## config.mk

```make
export PLATFORM = sky130hd
export DESIGN_NAME = mem_arbiter_flat
export DESIGN_NICKNAME = d
export VERILOG_FILES = /design/src/rtl/mem_arbiter_if.sv /design/src/rtl/mem_arbiter.sv /design/src/flat_wrapper.sv
export SDC_FILE = /design/constraint.sdc
export NUM_CORES = 1
export LEC_CHECK = 0
export ABC_AREA = 1
export BUFFER_PORTS_ARGS = -buffer_cell sky130_fd_sc_hd__clkbuf_2
export CORE_AREA = 2 2 104 146
export DETAILED_ROUTE_END_ITERATION = 7
export DIE_AREA = 0 0 106 148
export GPL_TIMING_DRIVEN = 1
export HOLD_SLACK_MARGIN = 0.05
export PLACE_DENSITY_LB_ADDON = 0.08
export SYNTH_ARGS = -nofsm -noshare
export SYNTH_HDL_FRONTEND = slang
export SYNTH_SLANG_ARGS = --single-unit
```

## constraint.sdc

```tcl
create_clock -name clk -period 3.7 [get_ports clk]
set_input_delay 0 -clock clk [delete_from_list [all_inputs] [get_ports clk]]
set_output_delay 0 -clock clk [all_outputs]
set_load 0.005 [all_outputs]
```

## src/rtl/mem_arbiter_if.sv

```systemverilog
// CPU / video / SRAM signal bundle for the shared memory arbiter.
// slave is the arbiter's view; master is the surrounding system's view.
interface mem_arbiter_if;
  logic [23:0] cpu_adr;
  logic        cpu_rd;
  logic        cpu_wr;
  logic        cpu_ben;
  logic [31:0] cpu_wdata;
  logic [31:0] cpu_rdata;
  logic        cpu_stall;
  logic        vid_req;
  logic [21:0] vid_adr;
  logic        vid_ack;
  logic [31:0] vid_data;
  logic [21:0] mem_adr;
  logic        mem_ce;
  logic        mem_we;
  logic [3:0]  mem_be;
  logic [31:0] mem_wdata;
  logic [31:0] mem_rdata;

  modport slave (
    input  cpu_adr, cpu_rd, cpu_wr, cpu_ben, cpu_wdata,
    input  vid_req, vid_adr, mem_rdata,
    output cpu_rdata, cpu_stall, vid_ack, vid_data,
    output mem_adr, mem_ce, mem_we, mem_be, mem_wdata
  );

  modport master (
    output cpu_adr, cpu_rd, cpu_wr, cpu_ben, cpu_wdata,
    output vid_req, vid_adr, mem_rdata,
    input  cpu_rdata, cpu_stall, vid_ack, vid_data,
    input  mem_adr, mem_ce, mem_we, mem_be, mem_wdata
  );
endinterface

```

## src/rtl/mem_arbiter.sv

```systemverilog
// Shares one word-wide SRAM between CPU load/store and video refresh.
// Video wins until VID_BURST grants pass with the CPU still waiting.
module mem_arbiter #(
  parameter int unsigned MEM_WAIT  = 1,
  parameter int unsigned VID_BURST = 8
) (
  input  logic          clk,
  input  logic          rst,
  mem_arbiter_if.slave  bus
);

  typedef enum logic [1:0] {IDLE, ACCESS, DONE} state_e;
  typedef enum logic {OWN_CPU, OWN_VID} owner_e;

  localparam logic [2:0] WAIT_INIT = 3'(MEM_WAIT);
  localparam logic [3:0] BURST     = 4'(VID_BURST);

  state_e      state_q, state_d;
  owner_e      owner_q, owner_d;
  logic [3:0]  vcount_q, vcount_d;
  logic [2:0]  wcnt_q, wcnt_d;
  logic [21:0] adr_q, adr_d;
  logic        we_q, we_d;
  logic [3:0]  be_q, be_d;
  logic [31:0] wdata_q, wdata_d;
  logic [31:0] crd_q, crd_d;
  logic [31:0] vdat_q, vdat_d;

  logic       cpu_req;
  logic       grant_vid;
  logic       grant_cpu;
  logic [3:0] lane_be;

  assign cpu_req = bus.cpu_rd | bus.cpu_wr;

  always_comb begin
    lane_be = 4'b0001;
    unique case (bus.cpu_adr[1:0])
      2'd0: lane_be = 4'b0001;
      2'd1: lane_be = 4'b0010;
      2'd2: lane_be = 4'b0100;
      2'd3: lane_be = 4'b1000;
    endcase
  end

  // Priority order: video under burst limit, CPU, then video again.
  always_comb begin
    grant_vid = 1'b0;
    grant_cpu = 1'b0;
    if (state_q == IDLE) begin
      if (bus.vid_req && (vcount_q < BURST))
        grant_vid = 1'b1;
      else if (cpu_req)
        grant_cpu = 1'b1;
      else if (bus.vid_req)
        grant_vid = 1'b1;
    end
  end

  always_comb begin
    state_d  = state_q;
    owner_d  = owner_q;
    vcount_d = vcount_q;
    wcnt_d   = wcnt_q;
    adr_d    = adr_q;
    we_d     = we_q;
    be_d     = be_q;
    wdata_d  = wdata_q;
    crd_d    = crd_q;
    vdat_d   = vdat_q;
    unique case (state_q)
      IDLE: begin
        if (grant_vid || grant_cpu) begin
          state_d = ACCESS;
          wcnt_d  = WAIT_INIT;
          wdata_d = bus.cpu_wdata;
          owner_d = grant_vid ? OWN_VID : OWN_CPU;
          adr_d   = grant_vid ? bus.vid_adr
                              : bus.cpu_adr[23:2];
          we_d    = grant_cpu & bus.cpu_wr;
          be_d    = (grant_vid | ~bus.cpu_ben)
                    ? 4'b1111 : lane_be;
          if (grant_cpu)
            vcount_d = 4'd0;
          else if (vcount_q < BURST)
            vcount_d = vcount_q + 4'd1;
        end else begin
          vcount_d = 4'd0;
        end
      end
      ACCESS: begin
        if (wcnt_q == 3'd0) begin
          state_d = DONE;
          if (owner_q == OWN_VID)
            vdat_d = bus.mem_rdata;
          else if (!we_q)
            crd_d = bus.mem_rdata;
        end else begin
          wcnt_d = wcnt_q - 3'd1;
        end
      end
      DONE:    state_d = IDLE;
      default: state_d = IDLE;
    endcase
  end

  always_ff @(posedge clk) begin
    if (rst) begin
      state_q  <= IDLE;
      owner_q  <= OWN_CPU;
      vcount_q <= 4'd0;
      wcnt_q   <= 3'd0;
      adr_q    <= 22'd0;
      we_q     <= 1'b0;
      be_q     <= 4'd0;
      wdata_q  <= 32'd0;
      crd_q    <= 32'd0;
      vdat_q   <= 32'd0;
    end else begin
      state_q  <= state_d;
      owner_q  <= owner_d;
      vcount_q <= vcount_d;
      wcnt_q   <= wcnt_d;
      adr_q    <= adr_d;
      we_q     <= we_d;
      be_q     <= be_d;
      wdata_q  <= wdata_d;
      crd_q    <= crd_d;
      vdat_q   <= vdat_d;
    end
  end

  assign bus.mem_ce    = (state_q == ACCESS);
  assign bus.mem_we    = (state_q == ACCESS) & we_q;
  assign bus.mem_adr   = adr_q;
  assign bus.mem_be    = be_q;
  assign bus.mem_wdata = wdata_q;
  assign bus.cpu_rdata = crd_q;
  assign bus.vid_data  = vdat_q;
  assign bus.vid_ack   = (state_q == DONE) && (owner_q == OWN_VID);
  assign bus.cpu_stall = cpu_req &
    ~((state_q == DONE) && (owner_q == OWN_CPU));

endmodule

```

## src/flat_wrapper.sv

```systemverilog
// flat-port wrapper written by rule: the top's interface ports become plain ports
module mem_arbiter_flat 
#(
  parameter int unsigned MEM_WAIT  = 1,
  parameter int unsigned VID_BURST = 8
)
  (clk, rst, bus_cpu_adr, bus_cpu_rd, bus_cpu_wr, bus_cpu_ben, bus_cpu_wdata, bus_vid_req, bus_vid_adr, bus_mem_rdata, bus_cpu_rdata, bus_cpu_stall, bus_vid_ack, bus_vid_data, bus_mem_adr, bus_mem_ce, bus_mem_we, bus_mem_be, bus_mem_wdata);
  mem_arbiter_if bus_i ();
  input  logic clk;
  input  logic rst;
  input wire logic [$bits(bus_i.cpu_adr)-1:0] bus_cpu_adr;
  input wire logic [$bits(bus_i.cpu_rd)-1:0] bus_cpu_rd;
  input wire logic [$bits(bus_i.cpu_wr)-1:0] bus_cpu_wr;
  input wire logic [$bits(bus_i.cpu_ben)-1:0] bus_cpu_ben;
  input wire logic [$bits(bus_i.cpu_wdata)-1:0] bus_cpu_wdata;
  input wire logic [$bits(bus_i.vid_req)-1:0] bus_vid_req;
  input wire logic [$bits(bus_i.vid_adr)-1:0] bus_vid_adr;
  input wire logic [$bits(bus_i.mem_rdata)-1:0] bus_mem_rdata;
  output wire logic [$bits(bus_i.cpu_rdata)-1:0] bus_cpu_rdata;
  output wire logic [$bits(bus_i.cpu_stall)-1:0] bus_cpu_stall;
  output wire logic [$bits(bus_i.vid_ack)-1:0] bus_vid_ack;
  output wire logic [$bits(bus_i.vid_data)-1:0] bus_vid_data;
  output wire logic [$bits(bus_i.mem_adr)-1:0] bus_mem_adr;
  output wire logic [$bits(bus_i.mem_ce)-1:0] bus_mem_ce;
  output wire logic [$bits(bus_i.mem_we)-1:0] bus_mem_we;
  output wire logic [$bits(bus_i.mem_be)-1:0] bus_mem_be;
  output wire logic [$bits(bus_i.mem_wdata)-1:0] bus_mem_wdata;
  assign bus_i.cpu_adr = bus_cpu_adr;
  assign bus_i.cpu_rd = bus_cpu_rd;
  assign bus_i.cpu_wr = bus_cpu_wr;
  assign bus_i.cpu_ben = bus_cpu_ben;
  assign bus_i.cpu_wdata = bus_cpu_wdata;
  assign bus_i.vid_req = bus_vid_req;
  assign bus_i.vid_adr = bus_vid_adr;
  assign bus_i.mem_rdata = bus_mem_rdata;
  assign bus_cpu_rdata = bus_i.cpu_rdata;
  assign bus_cpu_stall = bus_i.cpu_stall;
  assign bus_vid_ack = bus_i.vid_ack;
  assign bus_vid_data = bus_i.vid_data;
  assign bus_mem_adr = bus_i.mem_adr;
  assign bus_mem_ce = bus_i.mem_ce;
  assign bus_mem_we = bus_i.mem_we;
  assign bus_mem_be = bus_i.mem_be;
  assign bus_mem_wdata = bus_i.mem_wdata;
  mem_arbiter #(.MEM_WAIT(MEM_WAIT), .VID_BURST(VID_BURST)) u_core (.clk(clk), .rst(rst), .bus(bus_i));
endmodule
```

# Yosys cells after proc, flatten, opt, wreduce, memory -nomap -nowiden
# Index checks and enable logic that the tools add are counted.
# totals
n_memories	0
rom_bits	0
mem_bits_rw	0
latchBits	0
regBits	133
# op_classes
add_sub_neg	2
bitwise_logic	9
magnitude_cmp	1
reduce_logical	14
n_eq_ne	9
n_shift	0
multipliers	0
div	0
n_mux	20
# op_table
op	count
$mux W22	1
$mux W4	4
$pmux W4 S4	1
$mux W1	8
$eq A2 B2 Y1 const B	3
$mux W3	2
$pmux W3 S2	1
$reduce_and A2 Y1	3
$reduce_and A3 Y1	2
$add A4 B1 Y4 const B	1
$eq A2 B1 Y1 const B	2
$logic_not A2 Y1	2
$lt A4 B4 Y1 const B	1
$mux W2	2
$ne A2 B2 Y1 const B	2
$not A1 Y1	4
$pmux W2 S2	1
$reduce_and A4 Y1	1
$and A1 B1 Y1	3
$logic_and A1 B1 Y1	3
$logic_not A3 Y1	1
$ne A3 B2 Y1 const B	1
$sub A3 B1 Y3 const B	1
$ne A2 B1 Y1 const B	1
other kinds (3)	4

# Longest topological paths before layout
# depth
ltp_word	7
mapped_depth	9
ltp_nobuf	9

# Least setup slack after synthesis
# OpenSTA, ideal clock, no wires.
# synth_timing
kind	register to register
startpoint	register u_core.wcnt_q[0]
endpoint	register u_core.vdat_q[21] (netlist: u_core.bus.vid_data[21])
path_slack_ns	2.310
path_stages_with_launch	8
arrival_ns	1.325
setup_time_ns	0.065
synth_period_minus_slack_ns	1.390
required_ns	3.635
cell_sequence	dfxtp_1 > inv_1 > ha_1 > ha_1 > nand3_1 > clkbuf_1 > o21ai_0 > nor2_1
# synth_via
elab_chain_cells	2
# synth_rtl
element	line_no	rtl
from (decl)	mem_arbiter.sv:21	logic [2:0] wcnt_q, wcnt_d;
from (signal assigned)	mem_arbiter.sv:123	wcnt_q <= wcnt_d;
$logic_not A3 Y1	mem_arbiter.sv:92	if (wcnt_q == 3'd0) begin
$reduce_and A3 Y1 (no source line)	-	
to (signal assigned)	mem_arbiter.sv:129	vdat_q <= vdat_d;
to (decl)	mem_arbiter.sv:27	logic [31:0] vdat_q, vdat_d;
# No other way between the ends.
# A chain may end at the register's enable or synchronous reset.

# Worst setup path in the final report
# layout_timing
startpoint	register u_core.state_q[1]
endpoint	register u_core.be_q[2] (netlist: u_core.bus.mem_be[2])
# layout_via
elab_chain_cells	4
# layout_rtl
element	line_no	rtl
from (decl)	mem_arbiter.sv:18	state_e state_q, state_d;
from (signal assigned)	mem_arbiter.sv:120	state_q <= state_d;
$logic_not A2 Y1 (*)	mem_arbiter.sv:50, mem_arbiter.sv:71	
$mux W1	mem_arbiter.sv:50	if (state_q == IDLE) begin
$or A1 B1 Y1 or $logic_or A1 B1 Y1 (tied branches)	mem_arbiter.sv:81, mem_arbiter.sv:73	
$mux W4 or $reduce_and A2 Y1 (tied branches)	-	
to (signal assigned)	mem_arbiter.sv:115	be_q <= 4'd0;
to (signal assigned)	mem_arbiter.sv:126	be_q <= be_d;
to (decl)	mem_arbiter.sv:24	logic [3:0] be_q, be_d;
# Every way passes the cells marked *; elsewhere a longest branch is shown, timed or not.

==> metrics.txt <==
count of endpoints failing setup in the final report=0; Compound-Gate Fraction of Synth Area=9.95%; post-synthesis xor/xnor area fraction=0%; most frequently used flop master after synthesis=sky130_fd_sc_hd__dfxtp_1; count of input and output buffers=241; # IOs=around 240; buffer type at the clock tree root=sky130_fd_sc_hd__clkbuf_16; worst ir drop on vdd=just over 300 uV; largest stage delay on the critical path=550 ps; min-delay worst type=in -> reg; Area Growth Syn to Fin=54.3%; sum of buffers and inverters on the critical path=1; via count of the first global-routing pass=roughly 5400; First DRT Iteration DRCs=approximately 260; Vias=approximately 5800; chip width=between 100 and 150 um; number of antenna repair diodes=0; multiplexer fraction of the synthesized cell area=0%; WL/cell=between 10 and 15 um; final clock period utilization by the worst path=between 70% and 80%; count of filler cells inserted in the layout=~1400; fraction of the mapped netlist area in simple logic gates=between 30% and 40%; TNS Setup=0 ps; net count reported at finish=approximately 1200; setup clock skew after layout=just under 9 ps; gp weighted congestion=0.770; drt drc=0; wire length of the first global-routing pass=25600 um; headroom to the max-slew limit=39.9%; P_leak=approximately 4.3 nW; final WL=16100 um; CP cell instances=nor2_2 > nand2_4 > nand2_4 > o21ai_0 > nor2_1 > dlygate4sd3_1 > nor2_1; Pins Over Slew Limit=0; Worst setup SP type=flip-flop; clock tree buffer depth=2; number of standard cells in the final layout excluding fillers=1290; total routing usage reported by global routing=between 20% and 30%; source-to-sink clock delay at the later pin of the worst-skew pair=~400 ps; Detail Route Antenna Nets=0; floorplan die area=15700 um^2; maximum level of the CTS H-tree=4; slew at the pin closest to its max-slew limit=approximately 900 ps; Top delay family on crit path=simple AND/OR/NAND/NOR gates; pin count of the biggest net entering global routing=61; Num CTS Buffers=17; commonest cells after routing, fill and taps aside=sky130_fd_sc_hd__clkbuf_2 (241), sky130_fd_sc_hd__nand2_1 (158), sky130_fd_sc_hd__nor2_1 (152), sky130_fd_sc_hd__dfxtp_1 (133), sky130_fd_sc_hd__dlygate4sd3_1 (114); number of max-cap violations=0; worst setup path category=reg -> reg; number of nets in the synthesized netlist=slightly below 900; Critical Path RT=3990 ps; clock net sink count=roughly 130; placeable core area=~14000 um^2; ratio of cells with drive above 1 in the final layout=approximately a quarter; Async SR Flop Fraction=0%; initial antenna violation count=0; Post-Syn Area=5470 um^2; multi-input logic area=2290 um^2; num rows=52; unrepaired setup endpoints after global routing=no; critical path fanouts, max=60; Final Hold Vio Count=0; CTS tree=built; highest clock rate=roughly 380 MHz; unique cell type count in the Yosys netlist=25; worst hold slack after final layout=a little over 100 ps; mean instance size in the synthesized netlist=about 7.2 um^2; sequential cell area fraction in the yosys report=about half; sequential cell area=between 2000 and 3000 um^2; sum of net half-perimeters after detailed placement=between 10000 and 15000 um; Pwr per Cell Area=approximately 530 nW/um^2; kind of end point of the critical path=flip-flop; main combinational cell family by area after synthesis=simple AND/OR/NAND/NOR gates; Die Span Y=approximately 150 um; cell type of the slowest stage on the worst timing path=sky130_fd_sc_hd__dlygate4sd3_1; clock-pin slew reported for the worst setup and hold paths after clock tree synthesis=60 ps; count of placed standard cells including taps=1144; number of synthesized flops with an enable pin=0; number of register bits inferred by synthesis=133; synthesized instance count=755; effective utilization at floorplan=a little under two fifths; number of vias per cell=roughly 4.5; fin crit period=between 2000 and 3000 ps; Synth Area in Adders=0.686%; arrival time at the worst endpoint=between 2000 and 3000 ps; First-pass DRT Iterations=4; most common cell after layout, fill and taps aside=sky130_fd_sc_hd__clkbuf_2; Congestion Overflow GR=0; post-CTS resize count=0; Synthesis Warnings=0; outcome=finished clean
[cell usage after synthesis (2+ instances only)]
library cell | instances | area share, %
sky130_fd_sc_hd__nand2_4 | 2 | 0.41
sky130_fd_sc_hd__buf_6 | 6 | 1.2
sky130_fd_sc_hd__a21oi_1 | 34 | 3.1
sky130_fd_sc_hd__nor2_4 | 2 | 0.41
sky130_fd_sc_hd__or2_2 | 2 | 0.23
sky130_fd_sc_hd__inv_1 | 66 | 4.5
sky130_fd_sc_hd__inv_2 | 3 | 0.21
sky130_fd_sc_hd__ha_1 | 3 | 0.69
sky130_fd_sc_hd__nand3b_1 | 22 | 3.0
sky130_fd_sc_hd__nand3_1 | 54 | 4.9
sky130_fd_sc_hd__buf_4 | 6 | 0.82
sky130_fd_sc_hd__nor2_1 | 152 | 10
sky130_fd_sc_hd__buf_2 | 16 | 1.5
sky130_fd_sc_hd__clkbuf_1 | 17 | 1.2
sky130_fd_sc_hd__dfxtp_1 | 133 | 49
sky130_fd_sc_hd__nand2_1 | 158 | 11
sky130_fd_sc_hd__o21ai_0 | 70 | 6.4
sky130_fd_sc_hd__nand2_2 | 2 | 0.23
[final cells by class]
| cell class | count | share of cell area [%] |
|---|---|---|
| Timing Repair Buffer | 360 | 28.3 |
| Inverter | 69 | 3.07 |
| Tap cell | 189 | 2.80 |
| Multi-Input combinational cell | 507 | 27.1 |
| Clock inverter | 13 | 1.99 |
| Clock buffer | 19 | 5.25 |
| Sequential cell | 133 | 31.5 |
[registers in the layout, indices dropped and copies added, names as in the netlist]
register and count:
u_core.bus.mem_adr 22, u_core.bus.mem_wdata 32, u_core.bus.mem_be 4, u_core.bus.vid_data 32, u_core.wcnt_q 3, u_core.we_q 1
u_core.bus.cpu_rdata 32, u_core.vcount_q 4, u_core.state_q 2, u_core.owner_q 1
[layer usage]
metal / vias to the layer above / share of wire (%) / GRT usage (%) / wire length (um)
met5: - / 0 / 0 / 0
met4: 0 / 1.9 / 6.91 / 312
met3: 24 / 5.9 / 5.11 / 949
met2: 175 / 49 / 35.6 / 7910
met1: 2568 / 43 / 23.3 / 6970
li1: 3038 / - / - / -
[power breakdown]
part	switching [mW]	internal (mW)
registers	0.0921	1.62
logic	0.566	0.494
clock network	0.650	1.09
[cells by family (layout without fill, tap and decap cells)]
kind of cell,Yosys count,count (layout)
buf+inv,115,461
simple gates,398,398
flops,133,133
fa+ha+maj,3,3
compound gates,106,106
[through the flow]
step	setup WS (ps)	util, %	total power [mW]	area [um^2]
3_3_place_gp	1260	46.5	2.66	6690
3_5_place_dp	1150	46.5	2.66	6690
2_1_floorplan	2310	-	2.33	5470
6_report	1050	58.7	4.51	8440
5_1_grt	814	58.7	4.77	8440
4_1_cts	960	58.7	4.56	8440
[final timing paths]
path | from | to | slack (ps) | cells after the start
min reg2reg | u_core.bus.mem_wdata[30] | u_core.bus.mem_wdata[30] | 460 | 2
max reg2reg | u_core.state_q[1] | u_core.bus.mem_be[2] | 1050 | 7
min | rst | u_core.bus.mem_wdata[31] | 100 | 3
max | u_core.state_q[1] | u_core.bus.mem_be[2] | 1050 | 7
[worst min-delay path, stage by stage]
cell                       delay [ps]
sky130_fd_sc_hd__clkbuf_2          80
sky130_fd_sc_hd__buf_4            240
sky130_fd_sc_hd__a21oi_1          150
[repair_timing]
item | CTS | global route
buffers inserted | 0 | 0
endpoints found under the hold margin | 123 | 0
hold buffers | 114 | 0
(Power assumes the default switching activity.)
